===== src/rtl/load_store_unit_if.sv =====
// Data-memory handshake bundle between the load/store unit (master) and a
// variable-latency data memory (slave).
interface load_store_unit_if #(
    parameter int ADDR_W = 32
);
    logic              mem_req;
    logic              mem_we;
    logic [ADDR_W-1:0] mem_addr;
    logic [3:0]        mem_be;
    logic [31:0]       mem_wdata;
    logic              mem_gnt;
    logic              mem_rvalid;
    logic [31:0]       mem_rdata;

    modport master (
        output mem_req,
        output mem_we,
        output mem_addr,
        output mem_be,
        output mem_wdata,
        input  mem_gnt,
        input  mem_rvalid,
        input  mem_rdata
    );

    modport slave (
        input  mem_req,
        input  mem_we,
        input  mem_addr,
        input  mem_be,
        input  mem_wdata,
        output mem_gnt,
        output mem_rvalid,
        output mem_rdata
    );
endinterface


===== src/rtl/load_store_unit.sv =====
// Sequential load/store unit: captures one core load/store, issues a single
// word-aligned memory transaction with byte enables, formats load data and
// stalls the core until completion.
// Optional feature macro: LSU_MISALIGN_TRAP_EN -- when defined, misaligned
// half/word accesses raise lsu_err instead of being truncated to the natural
// boundary.
module load_store_unit #(
    parameter int ADDR_W = 32
) (
    input  logic              clk,
    input  logic              rst,
    input  logic              lsu_req,
    input  logic              lsu_we,
    input  logic [2:0]        lsu_funct3,
    input  logic [ADDR_W-1:0] lsu_addr,
    input  logic [31:0]       lsu_wdata,
    output logic              lsu_stall,
    output logic              lsu_done,
    output logic [31:0]       lsu_rdata,
    output logic              lsu_err,
    load_store_unit_if.master mem
);

`ifdef LSU_MISALIGN_TRAP_EN
    localparam logic TRAP_EN = 1'b1;
`else
    localparam logic TRAP_EN = 1'b0;
`endif

    typedef enum logic [1:0] {
        ST_IDLE = 2'b00,
        ST_REQ  = 2'b01,
        ST_WAIT = 2'b10,
        ST_DONE = 2'b11
    } state_t;

    state_t            state_r;
    state_t            state_s;
    logic              mem_req_r;
    logic              done_r;
    logic [ADDR_W-1:0] addr_r;
    logic [2:0]        funct3_r;
    logic              we_r;
    logic [3:0]        be_r;
    logic [31:0]       wdata_r;
    logic [31:0]       rdata_r;
    logic              err_r;
    logic              err_s;
    logic [ADDR_W-1:0] addr_eff_s;

    // Stores only allow sb/sh/sw; loads reject the three unused encodings.
    function automatic logic funct3_illegal(input logic we, input logic [2:0] f3);
        logic bad;
        if (we) begin
            bad = (f3 != 3'b000) && (f3 != 3'b001) && (f3 != 3'b010);
        end else begin
            bad = (f3 == 3'b011) || (f3 == 3'b110) || (f3 == 3'b111);
        end
        return bad;
    endfunction

    function automatic logic misaligned(input logic [2:0] f3, input logic [1:0] a);
        logic bad;
        case (f3[1:0])
            2'b01:   bad = a[0];
            2'b10:   bad = (a != 2'b00);
            default: bad = 1'b0;
        endcase
        return bad;
    endfunction

    // Clear the low address bits below the access size's natural boundary.
    function automatic logic [ADDR_W-1:0] align_addr(input logic [2:0] f3, input logic [ADDR_W-1:0] a);
        logic [ADDR_W-1:0] r;
        r = a;
        case (f3[1:0])
            2'b01:   r[0]   = 1'b0;
            2'b10:   r[1:0] = 2'b00;
            default: r      = a;
        endcase
        return r;
    endfunction

    function automatic logic [3:0] byte_en(input logic [2:0] f3, input logic [1:0] a);
        logic [3:0] be;
        case (f3[1:0])
            2'b00:   be = 4'b0001 << a;
            2'b01:   be = a[1] ? 4'b1100 : 4'b0011;
            2'b10:   be = 4'b1111;
            default: be = 4'b0000;
        endcase
        return be;
    endfunction

    // Replicate the store operand across lanes so the byte enables pick it up.
    function automatic logic [31:0] lane_wdata(input logic [2:0] f3, input logic [31:0] d);
        logic [31:0] w;
        case (f3[1:0])
            2'b00:   w = {4{d[7:0]}};
            2'b01:   w = {2{d[15:0]}};
            default: w = d;
        endcase
        return w;
    endfunction

    function automatic logic [31:0] load_format(input logic [2:0] f3, input logic [1:0] a, input logic [31:0] w);
        logic [7:0]  b;
        logic [15:0] h;
        logic [31:0] r;
        b = w[{a, 3'b000} +: 8];
        h = a[1] ? w[31:16] : w[15:0];
        case (f3)
            3'b000:  r = {{24{b[7]}}, b};
            3'b001:  r = {{16{h[15]}}, h};
            3'b010:  r = w;
            3'b100:  r = {24'h000000, b};
            3'b101:  r = {16'h0000, h};
            default: r = 32'h0000_0000;
        endcase
        return r;
    endfunction

    assign err_s      = funct3_illegal(lsu_we, lsu_funct3) |
                        (TRAP_EN & misaligned(lsu_funct3, lsu_addr[1:0]));
    assign addr_eff_s = align_addr(lsu_funct3, lsu_addr);

    // State register plus request/done strobes registered from the next state.
    always_ff @(posedge clk or negedge rst) begin
        if (!rst) begin
            state_r   <= ST_IDLE;
            mem_req_r <= 1'b0;
            done_r    <= 1'b0;
        end else begin
            state_r   <= state_s;
            mem_req_r <= (state_s == ST_REQ);
            done_r    <= (state_s == ST_DONE);
        end
    end

    // Next-state logic: handshake stalls in REQ/WAIT, errors bypass memory.
    always_comb begin
        state_s = state_r;
        case (state_r)
            ST_IDLE: begin
                if (lsu_req) begin
                    if (err_s) state_s = ST_DONE;
                    else       state_s = ST_REQ;
                end else begin
                    state_s = ST_IDLE;
                end
            end
            ST_REQ: begin
                if (mem.mem_gnt) begin
                    if (we_r) state_s = ST_DONE;
                    else      state_s = ST_WAIT;
                end else begin
                    state_s = ST_REQ;
                end
            end
            ST_WAIT: begin
                if (mem.mem_rvalid) state_s = ST_DONE;
                else                state_s = ST_WAIT;
            end
            ST_DONE: state_s = ST_IDLE;
            default: state_s = ST_IDLE;
        endcase
    end

    // Capture the request in IDLE and register formatted load data in WAIT.
    always_ff @(posedge clk or negedge rst) begin
        if (!rst) begin
            addr_r   <= '0;
            funct3_r <= 3'b000;
            we_r     <= 1'b0;
            be_r     <= 4'b0000;
            wdata_r  <= 32'h0000_0000;
            rdata_r  <= 32'h0000_0000;
            err_r    <= 1'b0;
        end else if ((state_r == ST_IDLE) && lsu_req) begin
            addr_r   <= addr_eff_s;
            funct3_r <= lsu_funct3;
            we_r     <= lsu_we;
            be_r     <= byte_en(lsu_funct3, addr_eff_s[1:0]);
            wdata_r  <= lane_wdata(lsu_funct3, lsu_wdata);
            err_r    <= err_s;
            if (err_s) rdata_r <= 32'h0000_0000;
            else       rdata_r <= rdata_r;
        end else if ((state_r == ST_WAIT) && mem.mem_rvalid) begin
            rdata_r <= load_format(funct3_r, addr_r[1:0], mem.mem_rdata);
        end else begin
            rdata_r <= rdata_r;
        end
    end

    assign mem.mem_req   = mem_req_r;
    assign mem.mem_we    = we_r;
    assign mem.mem_addr  = {addr_r[ADDR_W-1:2], 2'b00};
    assign mem.mem_be    = be_r;
    assign mem.mem_wdata = wdata_r;

    assign lsu_done  = done_r;
    assign lsu_rdata = rdata_r;
    assign lsu_err   = err_r;
    assign lsu_stall = lsu_req & ~done_r;

endmodule


===== src/flat_wrapper.sv =====
// flat-port wrapper written by rule: the top's interface ports become plain ports
module load_store_unit_flat 
#(
    parameter int ADDR_W = 32
)
  (clk, rst, lsu_req, lsu_we, lsu_funct3, lsu_addr, lsu_wdata, lsu_stall, lsu_done, lsu_rdata, lsu_err, mem_mem_req, mem_mem_we, mem_mem_addr, mem_mem_be, mem_mem_wdata, mem_mem_gnt, mem_mem_rvalid, mem_mem_rdata);
  load_store_unit_if #(.ADDR_W(ADDR_W)) mem_i ();
  input  logic clk;
  input  logic rst;
  input  logic lsu_req;
  input  logic lsu_we;
  input  logic [2:0] lsu_funct3;
  input  logic [ADDR_W-1:0] lsu_addr;
  input  logic [31:0] lsu_wdata;
  output logic lsu_stall;
  output logic lsu_done;
  output logic [31:0] lsu_rdata;
  output logic lsu_err;
  output wire logic [$bits(mem_i.mem_req)-1:0] mem_mem_req;
  output wire logic [$bits(mem_i.mem_we)-1:0] mem_mem_we;
  output wire logic [$bits(mem_i.mem_addr)-1:0] mem_mem_addr;
  output wire logic [$bits(mem_i.mem_be)-1:0] mem_mem_be;
  output wire logic [$bits(mem_i.mem_wdata)-1:0] mem_mem_wdata;
  input wire logic [$bits(mem_i.mem_gnt)-1:0] mem_mem_gnt;
  input wire logic [$bits(mem_i.mem_rvalid)-1:0] mem_mem_rvalid;
  input wire logic [$bits(mem_i.mem_rdata)-1:0] mem_mem_rdata;
  assign mem_mem_req = mem_i.mem_req;
  assign mem_mem_we = mem_i.mem_we;
  assign mem_mem_addr = mem_i.mem_addr;
  assign mem_mem_be = mem_i.mem_be;
  assign mem_mem_wdata = mem_i.mem_wdata;
  assign mem_i.mem_gnt = mem_mem_gnt;
  assign mem_i.mem_rvalid = mem_mem_rvalid;
  assign mem_i.mem_rdata = mem_mem_rdata;
  load_store_unit #(.ADDR_W(ADDR_W)) u_core (.clk(clk), .rst(rst), .lsu_req(lsu_req), .lsu_we(lsu_we), .lsu_funct3(lsu_funct3), .lsu_addr(lsu_addr), .lsu_wdata(lsu_wdata), .lsu_stall(lsu_stall), .lsu_done(lsu_done), .lsu_rdata(lsu_rdata), .lsu_err(lsu_err), .mem(mem_i));
endmodule

===== config.mk =====
export PLATFORM = sky130hd
export DESIGN_NAME = load_store_unit_flat
export DESIGN_NICKNAME = d
export VERILOG_FILES = /design/src/rtl/load_store_unit_if.sv /design/src/rtl/load_store_unit.sv /design/src/flat_wrapper.sv
export SDC_FILE = /design/constraint.sdc
export NUM_CORES = 1
export LEC_CHECK = 0
export CAP_MARGIN = 20
export CORE_ASPECT_RATIO = 1.1
export CORE_MARGIN = 2
export CORE_UTILIZATION = 47
export DETAILED_ROUTE_END_ITERATION = 12
export GPL_TIMING_DRIVEN = 0
export PLACE_DENSITY = 0.95
export SYNTH_ARGS = -nofsm -noshare
export SYNTH_HDL_FRONTEND = slang
export SYNTH_SLANG_ARGS = --single-unit

===== constraint.sdc =====
create_clock -name clk -period 5.3 [get_ports clk]
set_input_delay 1.59 -clock clk [delete_from_list [all_inputs] [get_ports clk]]
set_output_delay 1.59 -clock clk [all_outputs]
set_load 0.005 [all_outputs]

==> results.md <==
* Final hold vios at 0
* Drt first pass iters at 5
* IO Pins at 210
* Post-synth top area share at 0.531
* Mapped Avg Cell Area at 9.81 sq um
* Critical path class: in -> out
* Synthesized cell area at 0.00514 sq mm
* Placed cell areas at 0.00742 sq mm
* Critical path destination: lsu_stall
* Crit path time final at 4.43 ns
* Most frequent cells after synthesis: nand2_1 (147), dfrtp_1 (109), buf_4 (34), nor2_1 (30), o21ai_0 (25)
* Reg2reg start: u_core.state_r[0]
* Int Power at 0.00271 W
* Setup_tns at 0 ns
* LEAKAGE at 3.47 nW
* Fraction of registers with async set/reset at 1.00
* Routed WL at 15600 microns
* Routed Antenna Nets at 0
* GRT Total Usage at 0.262
* HPWL Detailed at 12000 microns
* Clock power frac at 0.157
* Synth Instances at 524
* Max Clock Skew at 0.00694 ns
* Startpoint types: input pin
* Remaining Overflow, GRT at 0
* Worst endpoint required time at 3.71 ns
* Chip width at 104 microns
* Worst r2r dst: u_core.lsu_rdata[24]
* # diodes at 0
* Fmax at 226 MHz
* 1st-iter DRT viols at 245
* CTS tree: built
* Clk_lat worst skew at 0.34 ns
* CP Capture Type: output pin
* First-pass GRT wire length at 24400 microns
* Die area at 0.0118 sq mm
* Synth Register Bits at 109
* Hold Crit Start: u_core.addr_r[13]
* Post-synth cell types at 45
* DR vias at 4808
* Number of H-tree levels at 3
* Core area at 0.0108 sq mm
* WL/cell at 17.4 microns
* Initial antenna violation count at 0
* Seq/Total Area, Yosys at 0.531
* Design area at 0.00770 sq mm
* Nets at 854
* Yosys warnings at 0
* R2R depth at 5
* VDD IR max at 257 uV
* Row Count at 40
* Combinational share of power at 0.491
* Vias in the first global route at 4893
* CP Max Fanout at 3
* Flop pwr share at 0.353
* Layout cell share with drive strength beyond 1 at 0.0975
* Outcome: completed
* Worst slew pin tran at 0.873 ns
* IO buf count at 207
* Dominant cell type by area after synthesis: dfrtp_1
* Max Slew Vio Count at 0
* Post-synth EDFFs at 0
* Clock slew seen by the registers of the worst setup and hold paths at 0.07 ns
* Sink Count at 109
* CTS buffer count at 9
* Die H at 114 microns
* Worst min-delay path class: reg -> reg
* CTS resizes at 0
* Most frequent cell after synthesis: nand2_1
* RSZ-0062 raised after global routing: false
* Area Growth Syn to Fin at 49.9%
* Max Root-Sink Buffers at 2
* Crit path DAT at 2.84 ns
* Count of hold-fix buffers inserted at cts at 0
* RePlAce Congestion at 0.932
* Max cap viols at 0
* CP startpoint: lsu_req
* DR vias/cell at 5.37
* Pwr Total at 0.00408 W
* Post-CTS setup buffers at 0
* Initial Util at 0.475
* Switching Share at 0.336
* Setup violators final at 0
* Psw at 0.00137 W
* Root Buffer: clkbuf_16
* R2R Setup Slk at 3.37 ns
* Pwr per Cell Area at 529 mW/mm^2
* Residual DRC at 0
* Main flop type after synthesis: dfrtp_1
* Fin crit share at 0.835
* Largest net degree at the start of global routing at 74
* Max_slew headroom at 0.416
* Area contributors post-synth: dfrtp_1 (53%), nand2_1 (11%), buf_4 (5.0%)
## logic make-up (layout without fill, tap and decap cells)
group | count (synthesis) | in the layout | share of synthesized area
simple gates | 208 | 208 | 0.170
fa+ha+maj | 5 | 5 | 0.0122
mux | 19 | 19 | 0.0392
other cells | 1 | 2 | 0.000730
compound gates | 108 | 108 | 0.164
flops | 109 | 109 | 0.531
buf+inv | 74 | 298 | 0.0833
## per-layer routing
layer	global-route usage	vias up	wire length (microns)
li1	-	2220	-
met1	0.298	2305	6010
met2	0.473	251	7970
met3	0.0651	32	1150
met4	0.111	0	440
met5	0	-	0
## cell usage in the layout, fill, tap and decap left out, types with 3 or more instances in the layout
cell	count
nand2_1	147
a222oi_1	7
buf_2	6
nand2b_1	6
ha_1	5
clkbuf_1	21
a22oi_1	16
a22o_1	11
o2bb2ai_1	7
dfrtp_1	109
nand3_1	3
nor2b_1	4
inv_1	7
clkdlybuf4s50_1	206
nor2_1	30
buf_4	35
o21ai_0	25
a221o_1	16
mux2i_1	10
a31oi_1	9
mux2_2	9
clkbuf_16	9
nor3b_1	5
a221oi_1	8
buf_1	6
## worst min path at each step
stage / to / slack [ns] / cells after the start
6_report: u_core.addr_r[13] / 0.48 / 2
2_1_floorplan: u_core.addr_r[10] / 0.45 / 2
3_5_place_dp: u_core.mem.mem_wdata[7] / 0.46 / 2
3_3_place_gp: u_core.addr_r[13] / 0.46 / 2
4_1_cts: u_core.addr_r[2] / 0.48 / 2
5_1_grt: u_core.addr_r[5] / 0.50 / 2
## state kept, by name, summed over array words and instances, names as in the netlist
register              count
u_core.addr_r            32
u_core.funct3_r           3
u_core.lsu_done           1
u_core.lsu_err            1
u_core.lsu_rdata         32
u_core.mem.mem_be         4
u_core.mem.mem_req        1
u_core.mem.mem_wdata     32
u_core.mem.mem_we         1
u_core.state_r            2
## worst max-delay path, stage by stage
cell and delay, ns:
clkdlybuf4s50_1 0.53, nor2b_1 0.19, clkdlybuf4s50_1 0.53
## power by group through the flow
stage	Combinational (W)	Clock (W)	Sequential (W)
after detailed placement	0.00200	0	0.00144
after global routing	0.00217	0.000686	0.00148
after CTS	0.00201	0.000650	0.00143
after floorplan	0.000951	0	0.00142
final	0.00200	0.000638	0.00144
after global placement	0.00193	0	0.00142
## layout make-up
class	count	area, sq um
inverter	7	26.3
fill	805	3110
clock buffer	13	260
sequential	109	2730
tap	147	184
timing repair buffer	208	2100
multi-input combinational	342	1990
buffer	67	402
clock inverter	3	20.0
## through the flow
step | worst slack (ns) | util | instances | hold slack [ns]
final | 0.874 | 0.713 | 896 | 0.477
after global routing | 0.833 | 0.713 | 896 | 0.505
after CTS | 0.871 | 0.713 | 896 | 0.482
after detailed placement | 0.872 | 0.687 | 880 | 0.462
after global placement | -1.41 | 0.684 | 879 | 0.457
after floorplan | 1.99 | - | 525 | 0.447
(Power assumes the default switching activity.)
==> edit (same settings) <==
The option `LSU_MISALIGN_TRAP_EN` is turned on by a define.
--- a/src/rtl/load_store_unit.sv
+++ b/src/rtl/load_store_unit.sv
@@ -5,4 +5,6 @@
 // half/word accesses raise lsu_err instead of being truncated to the natural
 // boundary.
+`define LSU_MISALIGN_TRAP_EN
+
 module load_store_unit #(
     parameter int ADDR_W = 32
Formal check against the unedited RTL: not equivalent (a bounded check fails within 4 cycles, from zero or initial values and one cycle with rst low).
==> edit against the original RTL <==
- register-to-register slack better by 0.18 ns
- worst setup slack improved by 0.0039 ns
- cell area grew 2.0%
- power grew 2.0%
- worst hold slack lost 0.00097 ns
- wire length is 6.8% higher
- clock power is 13% higher
- sequential cell count unchanged
- area after synthesis increased by 2.4%
==> edit: results (changes against the original RTL) <==
* Run status: completed (unchanged)
* Worst Hold Path EP: u_core.addr_r[5]$_DFFE_PN0P_ (was u_core.addr_r[13]$_DFFE_PN0P_)
* Setup Skew at 0.00490 ns (was 0.00694 ns)
* Vias in the first global route at 5217 (was 4893)
* Net Sw Power at 1.44 mW (was 1.37 mW)
* Layout cells sized above 1 at 11.2% (was 9.75%)
* Reg2reg setup slack at 3.55 ns (was 3.37 ns)
* CP max stage delay at 0.58 ns (was 0.53 ns)
* Netlist cell types at 47 (was 45)
* Worst hold path cell count at 2 (unchanged)
* Critical Path AT at 2.83 ns (was 2.84 ns)
* Syn. warnings at 0 (unchanged)
* Antenna cells at 0 (unchanged)
* CTS resizes at 0 (unchanged)
* F_max at 0.226 GHz (about the same)
* Global-route wire length before repair at 25700 microns (was 24400 microns)
* Port bufs at 207 (unchanged)
* Reg2reg end: u_core.mem.mem_wdata[11]$_DFFE_PN0P_ (was u_core.lsu_rdata[24]$_DFFE_PN0P_)
* Gr usage total at 27.1% (was 26.2%)
* Largest net degree at the start of global routing at 69 (was 74)
* Placed Instances at 924 (was 880)
* Final Net Count at 898 (was 854)
* CTS Root Cell: clkbuf_16 (unchanged)
* DR iter-0 viols at 311 (was 245)
* Drt pass-1 iters at 8 (was 5)
* DP HPWL at 12800 microns (was 12000 microns)
* Top post-synthesis cells by area: dfrtp_1 (52%), nand2_1 (12%), buf_4 (4.9%), o21ai_0 (3.0%), a21oi_1 (2.5%) (was dfrtp_1 (53%), nand2_1 (11%), buf_4 (5.0%), a221o_1 (3.1%), o21ai_0 (2.4%))
* Routed WL at 16600 microns (was 15600 microns)
* Setup WS pre-CTS at 0.851 ns (was 0.872 ns)
* CTS Buf Count at 9 (unchanged)
* R2R cell count at 6 (was 5)
* Post-DP Area at 7540 sq um (was 7420 sq um)
* Setup Fix Bufs, Post-CTS at 0 (unchanged)
* Initial antenna violation count at 0 (unchanged)
* Ranking of synthesized cells by instance count: nand2_1 (172), dfrtp_1 (109), buf_4 (34) (was nand2_1 (147), dfrtp_1 (109), buf_4 (34))
* Sequential share of the synthesized area at 51.8% (was 53.1%)
* Placer congestion estimate at 0.912 (was 0.932)
* Worst-path clk slew at 0.07 ns (about the same)
* Leakage at 3.62 nW (was 3.47 nW)
* Post-Syn Area per Cell at 9.26 sq um (was 9.81 sq um)
* Hold_ws at 0.476 ns (was 0.477 ns)
* Relative slew slack at 41.0% (was 41.6%)
* H-tree levels at 3 (unchanged)
* Worst Path Max Fanout at 6 (was 3)
* RR Startpoint: u_core.state_r[1]$_DFF_PN0_ (was u_core.state_r[0]$_DFF_PN0_)
* Routed vias/inst at 5.44 (was 5.37)
* Vias after detailed routing at 5116 (was 4808)
* VDD IR max at 0.311 mV (was 0.257 mV)
* Hold Crit Start: u_core.addr_r[5]$_DFFE_PN0P_ (was u_core.addr_r[13]$_DFFE_PN0P_)
==> edit: cell types whose count changed in the layout (fill, tap and decap cells not counted), moves of 5 or more <==
cell / before / now
a221o_1: 16 / 0
buf_2: 6 / 18
a22o_1: 11 / 2
nand2_1: 147 / 172
a21o_1: 0 / 9
o2bb2ai_1: 7 / 0
buf_1: 6 / 1
clkbuf_1: 21 / 14
o21ai_1: 0 / 10
a21oi_1: 1 / 26
o21ai_0: 25 / 32
==> edit: layout make-up <==
cell class | instances | area, sq um
clock inverter | 7 | 97.6
inverter | 5 | 18.8
multi-input combinational | 385 | 2080
sequential | 109 | 2730
buffer | 70 | 435
timing repair buffer | 208 | 2090
clock buffer | 9 | 225
fill | 811 | 3050
tap | 147 | 184
==> edit: metal layers <==
| metal | track usage, % | wire length (microns) | vias to the layer above |
|---|---|---|---|
| met2 | 48.0 | 8350 | 308 |
| met4 | 14.8 | 697 | 0 |
| met1 | 29.7 | 5980 | 2421 |
| met5 | 0 | 0 | - |
| met3 | 7.60 | 1600 | 55 |
| li1 | - | - | 2332 |
==> edit: kinds of logic (layout without fill, tap and decap cells) <==
kind of cell,Yosys count,in the layout,share of synthesized area [%]
AND/OR/NAND/NOR,231,231,18.4
multiplexers,19,19,4.02
flip-flops,109,109,51.8
AO/OA/AOI/OAI,128,128,15.9
adder cells (fa/ha/maj),5,5,1.19
other,1,2,0.0713
buffers and inverters,75,299,8.63
==> edit: power by group through the flow <==
| stage | clock (mW) | sequential (mW) | combinational (mW) |
|---|---|---|---|
| after detailed placement | 0 | 1.42 | 2.01 |
| after global placement | 0 | 1.39 | 1.94 |
| after floorplan | 0 | 1.38 | 0.992 |
| final | 0.724 | 1.41 | 2.03 |
| after CTS | 0.734 | 1.41 | 2.03 |
| after global routing | 0.763 | 1.44 | 2.20 |
